File: src/rtl/axi_arb_wrr_slice_if.sv
// Request-side and output-side bundle of the weighted round-robin arbiter.
// master drives requests/config/downstream grant; slave is the arbiter.
interface axi_arb_wrr_slice_if #(
   parameter int AUX_WIDTH    = 64,
   parameter int ID_WIDTH     = 20,
   parameter int N_MASTER     = 5,
   parameter int LOG_MASTER   = $clog2(N_MASTER),
   parameter int WEIGHT_WIDTH = 4
);
   logic [N_MASTER-1:0]              data_req_i;
   logic [N_MASTER*AUX_WIDTH-1:0]    data_AUX_i;
   logic [N_MASTER*ID_WIDTH-1:0]     data_ID_i;
   logic [N_MASTER-1:0]              data_gnt_o;
   logic [N_MASTER*WEIGHT_WIDTH-1:0] weight_i;
   logic                             lock;
   logic [LOG_MASTER-1:0]            SEL_EXCLUSIVE;
   logic                             data_req_o;
   logic [AUX_WIDTH-1:0]             data_AUX_o;
   logic [ID_WIDTH-1:0]              data_ID_o;
   logic                             data_gnt_i;
   logic [LOG_MASTER-1:0]            grant_idx_o;

   modport master (
      output data_req_i, data_AUX_i, data_ID_i, weight_i,
      output lock, SEL_EXCLUSIVE, data_gnt_i,
      input  data_gnt_o, data_req_o, data_AUX_o, data_ID_o,
      input  grant_idx_o
   );

   modport slave (
      input  data_req_i, data_AUX_i, data_ID_i, weight_i,
      input  lock, SEL_EXCLUSIVE, data_gnt_i,
      output data_gnt_o, data_req_o, data_AUX_o, data_ID_o,
      output grant_idx_o
   );
endinterface

File: src/rtl/axi_arb_wrr_slice.sv
// Weighted round-robin N-to-1 request arbiter with exclusive lock steering.
// Define AXI_ARB_OUT_REG_EN for a registered output stage (default: pass-through).
module axi_arb_wrr_slice #(
   parameter int AUX_WIDTH    = 64,
   parameter int ID_WIDTH     = 20,
   parameter int N_MASTER     = 5,
   parameter int LOG_MASTER   = $clog2(N_MASTER),
   parameter int WEIGHT_WIDTH = 4
) (
   input logic                clk,
   input logic                rst_n,
   axi_arb_wrr_slice_if.slave bus
);

   localparam logic [LOG_MASTER:0]   NM   = (LOG_MASTER+1)'(N_MASTER);
   localparam logic [LOG_MASTER-1:0] LAST = LOG_MASTER'(N_MASTER-1);

   logic [AUX_WIDTH-1:0]    aux  [N_MASTER];
   logic [ID_WIDTH-1:0]     id   [N_MASTER];
   logic [WEIGHT_WIDTH-1:0] wt   [N_MASTER];
   logic [N_MASTER-1:0]     elig;

   logic [LOG_MASTER-1:0]   ptr_q, ptr_d;
   logic [WEIGHT_WIDTH-1:0] cnt_q, cnt_d;

   logic [LOG_MASTER:0]     sum;
   logic [LOG_MASTER-1:0]   cand;
   logic [LOG_MASTER-1:0]   win;
   logic                    any;
   logic                    acc;
   logic                    fire;
   logic [WEIGHT_WIDTH-1:0] wt_w;

   always_comb begin
      for (int i = 0; i < N_MASTER; i++) begin
         aux[i]  = bus.data_AUX_i[i*AUX_WIDTH +: AUX_WIDTH];
         id[i]   = bus.data_ID_i[i*ID_WIDTH +: ID_WIDTH];
         wt[i]   = bus.weight_i[i*WEIGHT_WIDTH +: WEIGHT_WIDTH];
         elig[i] = bus.data_req_i[i] &&
                   (!bus.lock ||
                    bus.SEL_EXCLUSIVE == LOG_MASTER'(i));
      end
   end

   // rotate the search start to ptr_q, wrapping at N_MASTER
   always_comb begin
      win  = '0;
      any  = 1'b0;
      sum  = '0;
      cand = '0;
      for (int k = 0; k < N_MASTER; k++) begin
         sum = {1'b0, ptr_q} + (LOG_MASTER+1)'(k);
         if (sum >= NM) sum = sum - NM;
         cand = sum[LOG_MASTER-1:0];
         if (!any && elig[cand]) begin
            win = cand;
            any = 1'b1;
         end
      end
   end

   assign wt_w = wt[win];

`ifdef AXI_ARB_OUT_REG_EN
   logic                  req_q, req_d;
   logic [AUX_WIDTH-1:0]  aux_q, aux_d;
   logic [ID_WIDTH-1:0]   id_q,  id_d;
   logic [LOG_MASTER-1:0] idx_q, idx_d;

   assign acc = !req_q || bus.data_gnt_i;

   always_comb begin
      req_d = req_q;
      aux_d = aux_q;
      id_d  = id_q;
      idx_d = idx_q;
      if (acc) begin
         req_d = any;
         if (any) begin
            aux_d = aux[win];
            id_d  = id[win];
            idx_d = win;
         end
      end
   end

   always_ff @(posedge clk or negedge rst_n) begin
      if (!rst_n) begin
         req_q <= 1'b0;
         aux_q <= '0;
         id_q  <= '0;
         idx_q <= '0;
      end else begin
         req_q <= req_d;
         aux_q <= aux_d;
         id_q  <= id_d;
         idx_q <= idx_d;
      end
   end

   assign bus.data_req_o  = req_q;
   assign bus.data_AUX_o  = aux_q;
   assign bus.data_ID_o   = id_q;
   assign bus.grant_idx_o = idx_q;
`else
   logic out_vld;

   assign acc     = bus.data_gnt_i;
   assign out_vld = rst_n && any;

   assign bus.data_req_o  = out_vld;
   assign bus.data_AUX_o  = out_vld ? aux[win] : '0;
   assign bus.data_ID_o   = out_vld ? id[win]  : '0;
   assign bus.grant_idx_o = out_vld ? win      : '0;
`endif

   // no grant while reset is held, even though the grant path is combinational
   assign fire = rst_n && any && acc;

   assign bus.data_gnt_o = fire ? (N_MASTER'(1) << win) : '0;

   always_comb begin
      ptr_d = ptr_q;
      cnt_d = cnt_q;
      if (fire && !bus.lock) begin
         if (win == ptr_q && cnt_q < wt_w) begin
            cnt_d = cnt_q + 1'b1;
         end else if (win != ptr_q && wt_w != '0) begin
            ptr_d = win;
            cnt_d = WEIGHT_WIDTH'(1);
         end else begin
            ptr_d = (win == LAST) ? '0 : win + 1'b1;
            cnt_d = '0;
         end
      end
   end

   always_ff @(posedge clk or negedge rst_n) begin
      if (!rst_n) begin
         ptr_q <= '0;
         cnt_q <= '0;
      end else begin
         ptr_q <= ptr_d;
         cnt_q <= cnt_d;
      end
   end

endmodule
File: src/flat_wrapper.sv
// flat-port wrapper written by rule: the top's interface ports become plain ports
module axi_arb_wrr_slice_flat 
#(
   parameter int AUX_WIDTH    = 64,
   parameter int ID_WIDTH     = 20,
   parameter int N_MASTER     = 5,
   parameter int LOG_MASTER   = $clog2(N_MASTER),
   parameter int WEIGHT_WIDTH = 4
)
  (clk, rst_n, bus_data_req_i, bus_data_AUX_i, bus_data_ID_i, bus_weight_i, bus_lock, bus_SEL_EXCLUSIVE, bus_data_gnt_i, bus_data_gnt_o, bus_data_req_o, bus_data_AUX_o, bus_data_ID_o, bus_grant_idx_o);
  axi_arb_wrr_slice_if #(.AUX_WIDTH(AUX_WIDTH), .ID_WIDTH(ID_WIDTH), .N_MASTER(N_MASTER), .LOG_MASTER(LOG_MASTER), .WEIGHT_WIDTH(WEIGHT_WIDTH)) bus_i ();
  input logic clk;
  input logic rst_n;
  input wire logic [$bits(bus_i.data_req_i)-1:0] bus_data_req_i;
  input wire logic [$bits(bus_i.data_AUX_i)-1:0] bus_data_AUX_i;
  input wire logic [$bits(bus_i.data_ID_i)-1:0] bus_data_ID_i;
  input wire logic [$bits(bus_i.weight_i)-1:0] bus_weight_i;
  input wire logic [$bits(bus_i.lock)-1:0] bus_lock;
  input wire logic [$bits(bus_i.SEL_EXCLUSIVE)-1:0] bus_SEL_EXCLUSIVE;
  input wire logic [$bits(bus_i.data_gnt_i)-1:0] bus_data_gnt_i;
  output wire logic [$bits(bus_i.data_gnt_o)-1:0] bus_data_gnt_o;
  output wire logic [$bits(bus_i.data_req_o)-1:0] bus_data_req_o;
  output wire logic [$bits(bus_i.data_AUX_o)-1:0] bus_data_AUX_o;
  output wire logic [$bits(bus_i.data_ID_o)-1:0] bus_data_ID_o;
  output wire logic [$bits(bus_i.grant_idx_o)-1:0] bus_grant_idx_o;
  assign bus_i.data_req_i = bus_data_req_i;
  assign bus_i.data_AUX_i = bus_data_AUX_i;
  assign bus_i.data_ID_i = bus_data_ID_i;
  assign bus_i.weight_i = bus_weight_i;
  assign bus_i.lock = bus_lock;
  assign bus_i.SEL_EXCLUSIVE = bus_SEL_EXCLUSIVE;
  assign bus_i.data_gnt_i = bus_data_gnt_i;
  assign bus_data_gnt_o = bus_i.data_gnt_o;
  assign bus_data_req_o = bus_i.data_req_o;
  assign bus_data_AUX_o = bus_i.data_AUX_o;
  assign bus_data_ID_o = bus_i.data_ID_o;
  assign bus_grant_idx_o = bus_i.grant_idx_o;
  axi_arb_wrr_slice #(.AUX_WIDTH(AUX_WIDTH), .ID_WIDTH(ID_WIDTH), .N_MASTER(N_MASTER), .LOG_MASTER(LOG_MASTER), .WEIGHT_WIDTH(WEIGHT_WIDTH)) u_core (.clk(clk), .rst_n(rst_n), .bus(bus_i));
endmodule
File: config.mk
export PLATFORM = sky130hd
export DESIGN_NAME = axi_arb_wrr_slice_flat
export DESIGN_NICKNAME = d
export VERILOG_FILES = /design/src/rtl/axi_arb_wrr_slice_if.sv /design/src/rtl/axi_arb_wrr_slice.sv /design/src/flat_wrapper.sv
export SDC_FILE = /design/constraint.sdc
export NUM_CORES = 1
export LEC_CHECK = 0
export BUFFER_PORTS_ARGS = -buffer_cell sky130_fd_sc_hd__clkbuf_2
export CAP_MARGIN = 20
export CORE_AREA = 5 5 207 209
export CTS_CLUSTER_SIZE = 40
export DETAILED_ROUTE_END_ITERATION = 12
export DIE_AREA = 0 0 212 214
export GPL_TIMING_DRIVEN = 0
export SYNTH_ARGS = -nofsm -noshare
export SYNTH_HDL_FRONTEND = slang
export SYNTH_SLANG_ARGS = --single-unit
File: constraint.sdc
create_clock -name clk -period 9 [get_ports clk]
set_input_delay 0.9 -clock clk [delete_from_list [all_inputs] [get_ports clk]]
set_output_delay 0.9 -clock clk [all_outputs]
set_load 0.1 [all_outputs]
==> results.py, run 1 <==
metrics = {
    "clock_network": {
        "clock_latency_ps": 230,
        "clock-root-buffer": "clkbuf_16",
        "htreeDepth": 1,
        "numCtsBuffers": 3,
        "cts_hold_buf": 0,
        "postCtsSetupBuffers": 0,
        "clk_pin_slew_ps": 40,
        "ctsResizeCount": 0,
        "clockBufferDepth": 2,
        "cts_tree": "built",
        "clock_sinks": 7,
    },
    "layout": {
        "final_cell_mix": "clkbuf_2, nand2_1, a21oi_1, nor2_1, a211oi_1",
        "area_growth_pct": 59.9,
        "final_common_cell": "clkbuf_2",
        "layout-drive-gt1-share": 0.396,
        "stdcell_area_um2": 9280,
        "fin_cells": 2039,
        "nets": 1973,
    },
    "sta": {
        "min_period_ps": 7640,
        "rsz0062_at_grt": "no",
        "tightestPinTransition_ps": 1050,
        "timing.fmax_mhz": 131,
        "setup_viol_count_final": 0,
        "final-hold-violation-count": 0,
        "worst_clock_skew_ps": 0.962,
        "maxSlewHeadroom": 0.301,
        "period_share": 0.849,
        "fin_tns_setup_ps": 0,
        "slew_viol_final": 0,
    },
    "grt": {
        "grt_max_degree": 12,
        "grt_first_pass_wirelength_um": 68300,
        "grt_overflow": 0,
        "grt_usage": 0.198,
        "grt_pass1_vias": 10321,
        "antenna_found_initial": 3,
    },
    "synthesis": {
        "synth_top_flop_cell": "dfrtp_1",
        "yosysUniqueCellTypes": 79,
        "yosysSeqAreaShare": 0.0302,
        "async_reset_ff_frac": 1.00,
        "yosysWarningCount": 0,
        "syn_area_per_cell_um2": 6.07,
        "syn_area_um2": 5800,
        "syn_inst": 956,
        "synth_fp_nets": 1424,
        "synth-seq-cells": 7,
        "synth_edf_count": 0,
    },
    "routing": {
        "drtAntennaViolNets": 0,
        "via_per_inst": 4.95,
        "vias": 10083,
        "first_pass_iters": 5,
        "wl_um": 48100,
        "drc_errors": 0,
        "drt_iter0_drc": 689,
        "wl_per_cell_um": 23.6,
    },
    "setup_path": {
        "cp.required_ps": 8100,
        "crit_path_end_kind": "output pin",
        "worstSetupPathType": "reg2out",
        "startpoint_type": "register",
        "cp.arrival_ps": 6740,
        "crit_path_max_fanout": 11,
    },
    "place": {
        "post-place-cells": 2032,
        "port_buffers": 544,
        "gp_congestion": 1.02,
        "placed_cell_area_um2": 9190,
        "dp_hpwl_um": 41200,
    },
    "floorplanning": {
        "io_pins": 545,
        "core_area_um2": 40600,
        "die_y_um": 214,
        "die_area_um2": 45400,
        "row_count": 74,
        "start_util": 0.143,
        "die_w_um": 212,
    },
    "run_status": {
        "status": "completed",
    },
    "worst_hold_path": {
        "hp-class": "in2async",
    },
    "run": {
        "maxCapViolCount": 0,
    },
}
[per-layer routing]
metal  share of wire  vias to the layer above  GRT usage
li1                -                     4656          -
met1            0.39                     4816      0.244
met2            0.49                      542      0.348
met3           0.079                       65     0.0347
met4           0.033                        4     0.0629
met5         0.00056                        -          0
[worst max-delay path: stages (launching register included)]
cell	delay (ps)
dfrtp_1	410
buf_4	200
inv_2	60
buf_2	240
ha_1	240
ha_1	240
buf_2	180
xor2_1	160
nor2_1	300
nand2b_1	110
a311oi_2	510
inv_1	140
a2111oi_4	520
o31ai_4	170
inv_2	130
clkbuf_1	590
clkbuf_1	780
nand2_1	120
a311oi_1	710
a21oi_1	100
nor2_1	120
clkbuf_2	470
[synth_stat cells (3+ instances only)]
| library cell | instances | area share |
|---|---|---|
| ha_1 | 15 | 0.032 |
| inv_1 | 10 | 0.0065 |
| a221o_1 | 3 | 0.0052 |
| a21oi_1 | 102 | 0.088 |
| nand2_1 | 183 | 0.12 |
| o21a_1 | 4 | 0.0052 |
| o21ai_1 | 3 | 0.0026 |
| nand3_1 | 15 | 0.013 |
| o31ai_1 | 3 | 0.0039 |
| and2_0 | 9 | 0.0097 |
| nor2b_1 | 3 | 0.0032 |
| o211ai_1 | 5 | 0.0065 |
| clkbuf_1 | 62 | 0.040 |
| nand2b_1 | 5 | 0.0054 |
| nor3_1 | 16 | 0.014 |
| a21o_1 | 10 | 0.013 |
| or3_1 | 4 | 0.0043 |
| o21ai_0 | 13 | 0.011 |
| buf_2 | 21 | 0.018 |
| inv_2 | 5 | 0.0032 |
| and3_1 | 5 | 0.0054 |
| o211a_1 | 4 | 0.0069 |
| nor3b_1 | 4 | 0.0052 |
| buf_1 | 10 | 0.0065 |
| a211oi_1 | 92 | 0.12 |
| a311oi_1 | 84 | 0.13 |
| and2_1 | 80 | 0.086 |
| nor2_1 | 100 | 0.065 |
| dfrtp_1 | 7 | 0.030 |
| xnor2_1 | 4 | 0.0060 |
| a211o_1 | 4 | 0.0060 |
| mux2i_1 | 14 | 0.024 |
[cells by family (layout without fill, tap and decap cells)]
logic type               Yosys count  after routing  synth area share
multiplexers                      15             15            0.0261
XOR/XNOR                           6              6           0.00906
buffers and inverters            110            658            0.0776
AND/OR/NAND/NOR                  441            441             0.358
other                              0              3                 0
flip-flops                         7              7            0.0302
AO/OA/AOI/OAI                    361            361             0.463
adder cells (fa/ha/maj)           16             16            0.0358
[flip-flops by register name (all words and copies together) (netlist names)]
register,cells
u_core.cnt_q,4
u_core.ptr_q,3
[worst paths after layout]
path | startpoint | end | slack [ps] | cells past startpoint
hold / removal | rst_n | u_core.ptr_q[1]$_DFFE_PN0P_ | 510 | 1
max in group asynchronous | rst_n | u_core.cnt_q[3]$_DFFE_PN0P_ | 8310 | 1
setup reg to reg | u_core.ptr_q[0]$_DFFE_PN0P_ | u_core.ptr_q[0]$_DFFE_PN0P_ | 2860 | 22
hold reg to reg | u_core.cnt_q[3]$_DFFE_PN0P_ | u_core.cnt_q[3]$_DFFE_PN0P_ | 540 | 1
setup / recovery | u_core.ptr_q[0]$_DFFE_PN0P_ | bus_data_ID_o[2] | 1360 | 21
min in group clk | u_core.cnt_q[3]$_DFFE_PN0P_ | u_core.cnt_q[3]$_DFFE_PN0P_ | 540 | 1
[final cells by class]
type | instances | area (µm²)
well taps | 532 | 666
diodes | 3 | 7.51
fillers | 4738 | 31400
repair buffers | 544 | 2720
inverters | 15 | 56.3
clock buffers | 4 | 78.8
flip-flops and latches | 7 | 175
multi-input cells | 839 | 5180
plain buffers | 95 | 394
[through the flow]
stage / worst slack [ps] / utilization / hold slack [ps]
2_1_floorplan: 1910 / - / 493
3_3_place_gp: 1270 / 0.226 / 518
3_5_place_dp: 1180 / 0.226 / 522
4_1_cts: 923 / 0.228 / 515
5_1_grt: 603 / 0.228 / 529
6_report: 1360 / 0.228 / 506
Power of run 1 is left out: the tool's default activity adds up to more than one toggle a clock period on the data nets, which glitch-free logic cannot reach.
==> run 2, diff against run 1 <==
CORE_AREA = 5 5 208 210   (was 5 5 207 209)
DIE_AREA = 0 0 213 215   (was 0 0 212 214)
clock period = 7.1 ns   (was 9 ns; I/O delays follow)
==> results.py, run 2 (same netlist as run 1, synthesis figures left out) <==
metrics = {
    "routing": {
        "drc_errors": 0,
        "drtAntennaViolNets": 0,
        "wl_met3_um": 3830,
        "vias": 10019,
        "wl_um": 49300,
        "m1WireLength_um": 19800,
        "dr.max_layer_used": "met5",
        "drt_iter0_drc": 698,
        "first_pass_iters": 5,
        "via_per_inst": 4.90,
        "wl_per_cell_um": 24.1,
        "dr_wl_met2_um": 24600,
    },
    "layout": {
        "nets": 1973,
        "largest-register": "u_core.cnt_q",
        "largest_reg_flops": 4,
        "top_regs": "u_core.cnt_q: 4 flops, u_core.ptr_q: 3 flops",
        "layout-drive-gt1-share": 0.407,
        "final_util": 0.226,
        "final_common_cell": "clkbuf_2",
        "area_growth_pct": 61.3,
        "final_cell_mix": "clkbuf_2, nand2_1, a21oi_1, nor2_1, a211oi_1",
    },
    "sta": {
        "final-hold-violation-count": 0,
        "period_share": 0.952,
        "slew_viol_final": 0,
        "timing.fmax_mhz": 148,
        "worst_clock_skew_ps": 0.842,
        "setup_viol_count_final": 0,
        "min_period_ps": 6760,
        "maxSlewHeadroom": 0.357,
        "tightestPinTransition_ps": 965,
        "rsz0062_at_grt": "no",
    },
    "floorplanning": {
        "row_count": 75,
        "core_area_um2": 41400,
        "start_util": 0.140,
        "io_pins": 545,
        "die_y_um": 215,
        "die_w_um": 213,
        "die_area_um2": 45800,
    },
    "place": {
        "dp_hpwl_um": 42500,
        "port_buffers": 544,
        "gp_congestion": 1.04,
    },
    "clock_network": {
        "clk_pin_slew_ps": 40,
        "clock-root-buffer": "clkbuf_16",
        "htreeDepth": 1,
        "clock_sinks": 7,
        "clock_latency_ps": 230,
        "cts_tree": "built",
        "numCtsBuffers": 3,
        "clockBufferDepth": 2,
    },
    "grt": {
        "grt_overflow": 0,
        "grt_first_pass_wirelength_um": 69400,
        "grt_pass1_vias": 10279,
        "grt_usage": 0.201,
        "grt_max_degree": 12,
        "antenna_found_initial": 8,
    },
    "setup_path": {
        "r2r_end": "u_core.ptr_q[0]$_DFFE_PN0P_",
        "startpoint_type": "register",
        "reg2reg_from": "u_core.ptr_q[0]$_DFFE_PN0P_",
        "crit_start": "u_core.ptr_q[0]$_DFFE_PN0P_",
        "cp.arrival_ps": 6050,
        "cp.required_ps": 6390,
        "r2r_cells": 22,
        "crit_path_max_fanout": 11,
        "worstSetupPathType": "reg2out",
        "r2r_slack_ps": 1150,
        "crit_path_end_kind": "output pin",
        "crit_end": "bus_data_AUX_o[7]",
    },
    "run_status": {
        "status": "completed",
    },
    "worst_hold_path": {
        "hp-class": "in2async",
    },
    "run": {
        "maxCapViolCount": 0,
    },
}
==> run 2: worst min path at each step <==
stage / cells past startpoint / end / slack [ps]
global route: 1 / u_core.cnt_q[2]$_DFFE_PN0P_ / 340
CTS: 1 / u_core.ptr_q[1]$_DFFE_PN0P_ / 330
floorplan: 0 / u_core.cnt_q[0]$_DFFE_PN0P_ / 410
finish: 1 / u_core.ptr_q[2]$_DFFE_PN0P_ / 320
global placement: 1 / u_core.cnt_q[3]$_DFFE_PN0P_ / 520
detailed placement: 2 / u_core.cnt_q[1]$_DFFE_PN0P_ / 550
==> run 2: layout make-up <==
type	count	area [µm²]
diodes	2	5.00
clock buffers	4	78.8
plain buffers	95	420
repair buffers	544	2750
multi-input cells	839	5190
well taps	539	674
inverters	15	56.3
fillers	4842	32000
flip-flops and latches	7	176
==> run 2: timing repair <==
action,CTS,global route
hold endpoints to repair,0,0
resized for setup,7,55
hold buffers,0,0
buffers inserted,0,0
pin swaps,0,1
endpoints found under the setup margin,43,82
==> run 2: per-stage QoR <==
step | area (µm²) | std cells | hold WS [ps] | TNS [ps] | setup slack (ps)
floorplan | 5800 | 956 | 414 | 0 | 203
global placement | 9200 | 2039 | 519 | -520 | -232
detailed placement | 9200 | 2039 | 547 | -561 | -269
CTS | 9300 | 2043 | 327 | 0 | 38.2
global route | 9350 | 2043 | 339 | 0 | 4.17
finish | 9360 | 2045 | 319 | 0 | 339
==> run 2: worst max-delay path, cell delays in order (launching register included) <==
cell,delay (ps)
dfrtp_1,410
buf_4,190
inv_2,60
buf_2,210
ha_1,210
inv_1,60
fa_1,440
or3_1,460
and2_1,220
o31ai_2,620
a2111oi_4,150
o31ai_4,470
buf_6,260
buf_2,220
buf_2,320
buf_2,330
nand2_1,200
a311oi_1,300
a21oi_1,130
nor2_1,170
clkbuf_4,350
==> run 2: per-layer routing <==
layer  up-vias  track usage
li1       4662            -
met1      4739        0.249
met2       539        0.361
met3        67       0.0433
met4        12       0.0371
met5         -            0
Power of run 2 is left out for the same reason.
